--- src/rtl/memory_access_stage.sv ---
// MEM pipeline stage: data-memory req/resp handshake, store lane alignment,
// load sign/zero extension and the MEM/WB register.
package rv32i_types_pkg;
    typedef struct packed {
        logic [6:0] opcode;
        logic [2:0] funct3;
        logic       load_regfile;
        logic       mem_read;
        logic       mem_write;
    } rv32i_control_word;
endpackage

module memory_access_stage
    import rv32i_types_pkg::*;
#(
    parameter bit MISALIGN_TRAP = 1'b1
) (
    input  logic              clk,
    input  logic              rst,
    input  logic              valid_in,
    input  rv32i_control_word ctrl_word_in,
    input  logic [31:0]       instruction_in,
    input  logic [31:0]       PC_in,
    input  logic [31:0]       alu_in,
    input  logic [31:0]       rs2_in,
    input  logic              br_en_in,
    output logic              stall_out,
    output logic              data_read,
    output logic              data_write,
    output logic [3:0]        data_mbe,
    output logic [31:0]       data_addr,
    output logic [31:0]       data_wdata,
    input  logic [31:0]       data_rdata,
    input  logic              data_resp,
    output logic              valid_out,
    output rv32i_control_word ctrl_word_out,
    output logic [31:0]       instruction_out,
    output logic [31:0]       PC_out,
    output logic [31:0]       alu_out,
    output logic              br_en_out,
    output logic [31:0]       rdata_out,
    output logic              misalign_out
);

    typedef enum logic {IDLE, REQ} state_t;

    function automatic logic [3:0] store_mbe(input logic [1:0] size, input logic [1:0] off);
        case (size)
            2'b00:   store_mbe = 4'b0001 << off;
            2'b01:   store_mbe = 4'b0011 << off;
            default: store_mbe = 4'hF;
        endcase
    endfunction

    function automatic logic [31:0] store_wdata(input logic [1:0] size, input logic [31:0] rs2);
        case (size)
            2'b00:   store_wdata = {4{rs2[7:0]}};
            2'b01:   store_wdata = {2{rs2[15:0]}};
            default: store_wdata = rs2;
        endcase
    endfunction

    function automatic logic [31:0] load_extend(input logic [2:0] f3, input logic [1:0] off,
                                                input logic [31:0] w);
        logic [7:0]  b;
        logic [15:0] h;
        b = 8'(w >> {off, 3'b000});
        h = 16'(w >> {off[1], 4'b0000});
        case (f3)
            3'b000:  load_extend = {{24{b[7]}}, b};
            3'b100:  load_extend = {24'h0, b};
            3'b001:  load_extend = {{16{h[15]}}, h};
            3'b101:  load_extend = {16'h0, h};
            default: load_extend = w;
        endcase
    endfunction

    state_t            state_q, state_d;
    logic              rd_q, rd_d, wr_q, wr_d;
    logic [3:0]        mbe_q, mbe_d;
    logic [31:0]       addr_q, addr_d, wdata_q, wdata_d;
    logic [2:0]        f3_q, f3_d;
    logic [1:0]        off_q, off_d;
    logic              valid_q, valid_d, br_q, br_d, mis_q, mis_d;
    rv32i_control_word ctrl_q, ctrl_d;
    logic [31:0]       instr_q, instr_d, pc_q, pc_d, alu_q, alu_d, rdata_q, rdata_d;

    logic [1:0] size, a_lo, off;
    logic       is_mem, misaligned, trap, mem_op, stall_c;

    assign size       = ctrl_word_in.funct3[1:0];
    assign a_lo       = alu_in[1:0];
    assign is_mem     = ctrl_word_in.mem_read | ctrl_word_in.mem_write;
    assign misaligned = (size == 2'b01 && a_lo[0]) || (size == 2'b10 && a_lo != 2'b00);
    assign trap       = MISALIGN_TRAP && misaligned;
    assign mem_op     = valid_in && is_mem && !trap;
    // Non-trapping misaligned accesses simply drop the offending low address bits.
    assign off        = (size == 2'b00) ? a_lo : (size == 2'b01) ? {a_lo[1], 1'b0} : 2'b00;

    always_comb begin
        state_d = state_q;
        rd_d    = rd_q;
        wr_d    = wr_q;
        mbe_d   = mbe_q;
        addr_d  = addr_q;
        wdata_d = wdata_q;
        f3_d    = f3_q;
        off_d   = off_q;
        stall_c = 1'b0;
        ctrl_d  = ctrl_word_in;
        instr_d = instruction_in;
        pc_d    = PC_in;
        alu_d   = alu_in;
        br_d    = br_en_in;
        valid_d = 1'b0;
        mis_d   = 1'b0;
        rdata_d = 32'h0;
        case (state_q)
            IDLE: begin
                if (mem_op) begin
                    state_d = REQ;
                    rd_d    = ctrl_word_in.mem_read;
                    wr_d    = ctrl_word_in.mem_write & ~ctrl_word_in.mem_read;
                    addr_d  = {alu_in[31:2], 2'b00};
                    mbe_d   = ctrl_word_in.mem_read ? 4'hF : store_mbe(size, off);
                    wdata_d = ctrl_word_in.mem_read ? 32'h0 : store_wdata(size, rs2_in);
                    f3_d    = ctrl_word_in.funct3;
                    off_d   = off;
                    stall_c = 1'b1;
                end else begin
                    valid_d = valid_in;
                    mis_d   = valid_in && is_mem && trap;
                end
            end
            REQ: begin
                stall_c = ~data_resp;
                if (data_resp) begin
                    state_d = IDLE;
                    rd_d    = 1'b0;
                    wr_d    = 1'b0;
                    valid_d = valid_in;
                    rdata_d = rd_q ? load_extend(f3_q, off_q, data_rdata) : 32'h0;
                end
            end
            default: state_d = IDLE;
        endcase
    end

    always_ff @(posedge clk or negedge rst) begin
        if (!rst) begin
            state_q <= IDLE;
            rd_q    <= 1'b0;
            wr_q    <= 1'b0;
            mbe_q   <= 4'h0;
            addr_q  <= 32'h0;
            wdata_q <= 32'h0;
            f3_q    <= 3'h0;
            off_q   <= 2'h0;
            valid_q <= 1'b0;
            ctrl_q  <= '0;
            instr_q <= 32'h0;
            pc_q    <= 32'h0;
            alu_q   <= 32'h0;
            br_q    <= 1'b0;
            rdata_q <= 32'h0;
            mis_q   <= 1'b0;
        end else begin
            state_q <= state_d;
            rd_q    <= rd_d;
            wr_q    <= wr_d;
            mbe_q   <= mbe_d;
            addr_q  <= addr_d;
            wdata_q <= wdata_d;
            f3_q    <= f3_d;
            off_q   <= off_d;
            valid_q <= valid_d;
            ctrl_q  <= ctrl_d;
            instr_q <= instr_d;
            pc_q    <= pc_d;
            alu_q   <= alu_d;
            br_q    <= br_d;
            rdata_q <= rdata_d;
            mis_q   <= mis_d;
        end
    end

    assign stall_out       = rst & stall_c;
    assign data_read       = rd_q;
    assign data_write      = wr_q;
    assign data_mbe        = mbe_q;
    assign data_addr       = addr_q;
    assign data_wdata      = wdata_q;
    assign valid_out       = valid_q;
    assign ctrl_word_out   = ctrl_q;
    assign instruction_out = instr_q;
    assign PC_out          = pc_q;
    assign alu_out         = alu_q;
    assign br_en_out       = br_q;
    assign rdata_out       = rdata_q;
    assign misalign_out    = mis_q;

endmodule

--- config.mk ---
export PLATFORM = sky130hd
export DESIGN_NAME = memory_access_stage
export DESIGN_NICKNAME = d
export VERILOG_FILES = /design/src/rtl/memory_access_stage.sv
export SDC_FILE = /design/constraint.sdc
export NUM_CORES = 1
export LEC_CHECK = 0
export BUFFER_PORTS_ARGS = -buffer_cell sky130_fd_sc_hd__buf_2
export CORE_AREA = 2 2 154 156
export DETAILED_ROUTE_END_ITERATION = 6
export DIE_AREA = 0 0 156 158
export SLEW_MARGIN = 20
export SYNTH_ARGS = -nofsm -noshare
export SYNTH_HDL_FRONTEND = slang
export SYNTH_SLANG_ARGS = --single-unit
--- constraint.sdc ---
create_clock -name clk -period 3 [get_ports clk]
set_input_delay 0.45 -clock clk [delete_from_list [all_inputs] [get_ports clk]]
set_output_delay 0.45 -clock clk [all_outputs]
set_load 0.05 [all_outputs]
Yosys cells after proc, flatten, opt, wreduce, memory -nomap -nowiden
Index checks and enable logic that the tools add are counted.
Widths: inputs -> output; s select.
{ "word_totals": {"register_bits": 218, "latchBits": 0, "ram_bits": 0, "rom_bits": 0, "input_bits": 178, "output_inout_bits": 215, "memories": 0} }
{ "classes": {"n_addsub": 0, "mul": 0, "div": 0, "order_cmp": 0, "eq_ne": 7, "shifts": 4, "n_mux": 24, "bitwise_logic": 6, "n_reduce_logical": 12} }
{ "ops": {"columns": ["op", "n"], "rows": [
  ["$mux 32", 4],
  ["$pmux 32 s4", 1],
  ["$pmux 32 s2", 1],
  ["$shr 32x5->16", 1],
  ["$shr 32x5->8", 1],
  ["$pmux 1 s2", 5],
  ["$mux 1", 9],
  ["$pmux 4 s2", 1],
  ["$eq 3x3->1 const B", 2],
  ["$logic_and 1x1->1", 5],
  ["$mux 2", 2],
  ["$mux 4", 1],
  ["$ne 2x2->1 const B", 2],
  ["$reduce_and 2->1", 2],
  ["$shl 1x2->4 const A", 1],
  ["$shl 2x2->4 const A", 1],
  ["$eq 3x1->1 const B", 1],
  ["$logic_not 3->1", 1],
  ["$not 1->1", 3],
  ["$and 1x1->1", 2],
  ["$eq 2x1->1 const B", 1],
  ["$eq 2x2->1 const B", 1],
  ["$logic_not 2->1", 1],
  ["$reduce_bool 2->1", 1],
  ["other kinds (3)", 3]
]} }

Logic depth before layout (Yosys ltp)
{ "depth": {"ltp_word": 8, "ltp_mapped": 7, "depth_no_buf": 4} }

Worst setup path after synthesis
OpenSTA, ideal clock, no wires.
{ "synth_path": {"path_kind": "input to output", "start": "input ctrl_word_in[3] in the netlist's numbering", "end": "output stall_out", "arrival_ps": 1433, "required_time_ps": 2550, "path_slack_ps": 1117, "stages": 5, "path_cell_list": "buf_4 > nand2b_4 > o22ai_4 > o22ai_1 > and2_1"} }
{ "synth_via": {"elab_chain_len": 8} }
{ "synth_lines": {"columns": ["element", "line", "text"], "rows": [
  ["start, declared", "21", "input rv32i_control_word ctrl_word_in,"],
  ["$eq 2x1->1 / $eq 2x2->1 (equally long branches)", "94", "assign misaligned = (size == 2'b01 && a_lo[0]) || (size == 2'b10 && a_lo != 2'b00);"],
  ["$logic_and 1x1->1", "94", null],
  ["$logic_or 1x1->1 *", "94", null],
  ["$logic_not 1->1 *", "96", "assign mem_op = valid_in && is_mem && !trap;"],
  ["$logic_and 1x1->1 *", "96", null],
  ["$mux 1 *", "120", "if (mem_op) begin"],
  ["$pmux 1 s2 *", "118", "case (state_q)"],
  ["named net stall_c", "89", "logic is_mem, misaligned, trap, mem_op, stall_c;"],
  ["$and 1x1->1 *", "187", "assign stall_out = rst & stall_c;"],
  ["end, declared", "27", "output logic stall_out,"]
]} }
Mark *: on every way through the listed nets, which the timed path passes. The rest lies on a longest branch.

Worst setup path after layout
{ "layout_path": {"start": "register state_q", "end": "output stall_out"} }
{ "layout_via": {"elab_chain_len": 3} }
{ "layout_lines": {"columns": ["element", "line", "text"], "rows": [
  ["start, declared", "78", "state_t state_q, state_d;"],
  ["start signal, assigned", "168", "state_q <= state_d;"],
  ["$not 1->1 (no source line)", null, null],
  ["$pmux 1 s2 *", "118", null],
  ["named net stall_c", "89", null],
  ["$and 1x1->1 *", "187", null]
]} }
Marks and branches as above.

==> qor.txt <==
detailed-route via count -> 5827
delay-heaviest family, CP -> compound AO/OA/AOI/OAI gates
Reg clk slew, reported paths -> 0.06 ns
vias in the first global route -> 5778
cells after synthesis -> 544
initial core utilization -> 33.6%
commonest cells after routing, fill and taps aside -> buf_2 (389), dfrtp_1 (218), o21ai_0 (46)
HP Class -> input pin to register
clk_lat worst skew -> 0.53 ns
fin crit share -> 75.7%
DRT Wirelength -> 22.0 mm
Critical Path End -> stall_out
Reg2Reg Depth -> 4
number of I/O pins -> 393
Net Switching -> 3100 uW
Total Power -> 8590 uW
setup_tns -> 0 ns
final hold viol count -> 0
First-pass DRT Iterations -> 4
synthesis-to-finish area growth -> 41.4%
Final Wtd Congestion -> 0.771
adder-cell share of the synthesized area -> 0%
fmax -> 440 MHz
critical path depth in cells -> 5
r2r endpoint -> rdata_out[27]
Antenna Nets Post-Route -> 0
post-layout min period -> 2.27 ns
GRT Residual Overflow -> 0
Critical Path End Type -> output pin
post-synthesis xor/xnor area fraction -> 0%
most common cell after layout, fill and taps aside -> buf_2
synth warn -> 0
RSZ-0062 raised after global routing -> false
Worst Path Class, Setup -> register to output pin
Seq/Total Area, Yosys -> 70.5%
Total GRT Usage -> 17.3%
Worst Setup SP -> state_q
relative slew slack -> 37.2%
Power Density -> 785 nW/um^2
Seq cells post-synth -> 218
status -> finished clean
Placeable Area -> 23100 sq um
nets@finish -> 1133
Rows -> 56
Worst EP required -> 2.55 ns
launch point of the worst hold path -> PC_in[1]
post-synthesis cell area -> 7740 sq um
Util after Layout -> 47.5%
wire per inst -> 17.4 um
worst-margin pin slew -> 0.941 ns
DRC -> 0
Internal -> 5500 uW
Slew Viols, Final -> 0
placed cell count -> 1200
# resized after CTS -> 0
Via density -> 4.61
Worst Path Max Fanout -> 3
DRT iter0 DRCs -> 210
worst reg-to-reg setup slack -> 1.19 ns
Seq pwr share -> 40.0%
H-tree levels -> 1
post-CTS setup buffers -> 0
die area -> 24600 sq um
Die Height -> 158 um
CTS Buf Count -> 24
Pleak -> 0.00565 uW
crit-path cells -> inv_1 > o211ai_1 > o22ai_1 > and2_1 > buf_2
DP HPWL -> 16.2 mm
Max stage delay on crit path -> 0.38 ns
Setup violations, final -> 0
Synth Area in Simple Gates -> 3.54%
antenna violations before repair -> 2
worst path arrival time -> 1.82 ns
Slowest-stage cell, CP -> dfrtp_1
Clock Power Share -> 32.8%
clk root buf -> clkbuf_16
FF-to-FF Start -> off_q[1]
CTS tree -> done
Compound-Gate Fraction of Synth Area -> 10.3%
max_cap viols -> 0
number of I/O port buffers -> 390
logic gate share of total power -> 27.2%
largest family of logic cells by synthesized area -> multiplexers
VDD IR max -> 0.458 mV
final instance area -> 10900 sq um
crit start category -> register
global-route wire length before repair -> 33.1 mm
Max clock buf depth -> 3
worst path buffer plus inverter count -> 2
largest net degree at the start of global routing -> 108
clock tree sinks -> 218
chip width -> 156 um
post-synthesis mux area share -> 11.7%
count of non-filler cells in the finished layout -> 1263
syn avg cell area -> 14.2 sq um
layout cell share with drive strength beyond 1 -> 50.1%
Switching Share -> 36.0%
Final Skew -> 0.0179 ns
Yosys cell types -> 37
Area after DPL -> 9980 sq um
[layer usage]
layer,vias to the layer above,track usage (%),share of wire [%]
li1,2727,-,-
met1,2821,21.9,41
met2,248,29.5,49
met3,31,4.30,7.5
met4,0,4.81,2.1
met5,-,0,0
[cells in the mapped netlist, drive strengths merged]
| cell type | instances | share of area (%) |
|---|---|---|
| dfrtp | 218 | 70 |
| mux2 | 53 | 7.7 |
| o21ai | 47 | 3.2 |
| inv | 31 | 1.5 |
| a21oi | 26 | 1.7 |
| mux2i | 26 | 3.4 |
| o41ai | 24 | 2.7 |
| clkbuf | 22 | 1.1 |
| nand2 | 21 | 1.0 |
| buf | 14 | 1.4 |
| nor2 | 14 | 0.81 |
| and2 | 8 | 0.65 |
| o221a | 7 | 1.0 |
| a31oi | 6 | 0.49 |
| nor3 | 5 | 0.32 |
| nand2b | 4 | 0.42 |
| nor2b | 3 | 0.24 |
| o22ai | 3 | 0.42 |
| mux4 | 2 | 0.58 |
| a211o | 1 | 0.11 |
| a211oi | 1 | 0.097 |
| a21o | 1 | 0.097 |
| and3 | 1 | 0.081 |
| conb | 1 | 0.048 |
| o211a | 1 | 0.13 |
| o211ai | 1 | 0.097 |
| o21bai | 1 | 0.097 |
| o22a | 1 | 0.11 |
| o31ai | 1 | 0.097 |
[worst min-delay path by stage]
stage / slack [ns] / end / depth (start not counted)
2_1_floorplan: 0.15 / PC_out[0] / 0
3_3_place_gp: 0.34 / instruction_out[2] / 1
3_5_place_dp: 0.34 / PC_out[3] / 1
4_1_cts: 0.000005 / instruction_out[25] / 1
5_1_grt: 0.00005 / instruction_out[7] / 1
6_report: 0.02 / PC_out[1] / 1
[cell families after synthesis]
logic type / after synthesis
muxes: 81
DFF: 218
buffers and inverters: 67
AOI/OAI and AO/OA: 121
and+or+nand+nor: 56
other: 1
[power groups by stage]
stage          Clock (uW)  Combinational [uW]  Sequential, uW
5_1_grt              3030                2470            3490
3_3_place_gp            0                2330            3490
4_1_cts              2900                2360            3440
6_report             2820                2340            3440
3_5_place_dp            0                2340            3490
2_1_floorplan           0                 522            4590
[timing repair]
item                                    in CTS  in global routing
hold buffers                                11                  8
hold endpoints to repair                    45                  8
endpoints found under the setup margin       0                  0
[worst register-to-register path, delay by kind of cell, from the launching register on]
kind / cells / cell delay, ns
AO/OA/AOI/OAI: 3 / 0.76
multiplexers: 1 / 0.54
flip-flops: 1 / 0.38
[registers in the layout, summed over array words and instances (netlist names)]
| signal | cells |
|---|---|
| off_q | 2 |
| misalign_out | 1 |
| data_mbe | 4 |
| data_addr | 30 |
| PC_out | 32 |
| state_q | 1 |
| ctrl_word_out | 13 |
| alu_out | 32 |
| data_read | 1 |
| valid_out | 1 |
| rdata_out | 32 |
| br_en_out | 1 |
| instruction_out | 32 |
| data_write | 1 |
| data_wdata | 32 |
| f3_q | 3 |
[area by class of cell]
type	count	area, sq um
fill	2127	12100
sequential	218	5460
timing repair buffer	420	2250
multi-input combinational	260	1990
clock buffer	36	706
tap	290	363
inverter	31	116
clock inverter	6	61.3
antenna	2	5.00
[stage by stage]
| stage | setup slack, ns | hold WS (ns) |
|---|---|---|
| CTS | 0.672 | 0.00000522 |
| detailed placement | 0.868 | 0.340 |
| floorplan | 1.12 | 0.154 |
| global route | 0.604 | 0.0000540 |
| finish | 0.728 | 0.0196 |
| global placement | 0.872 | 0.338 |
(Power assumes the default switching activity.)
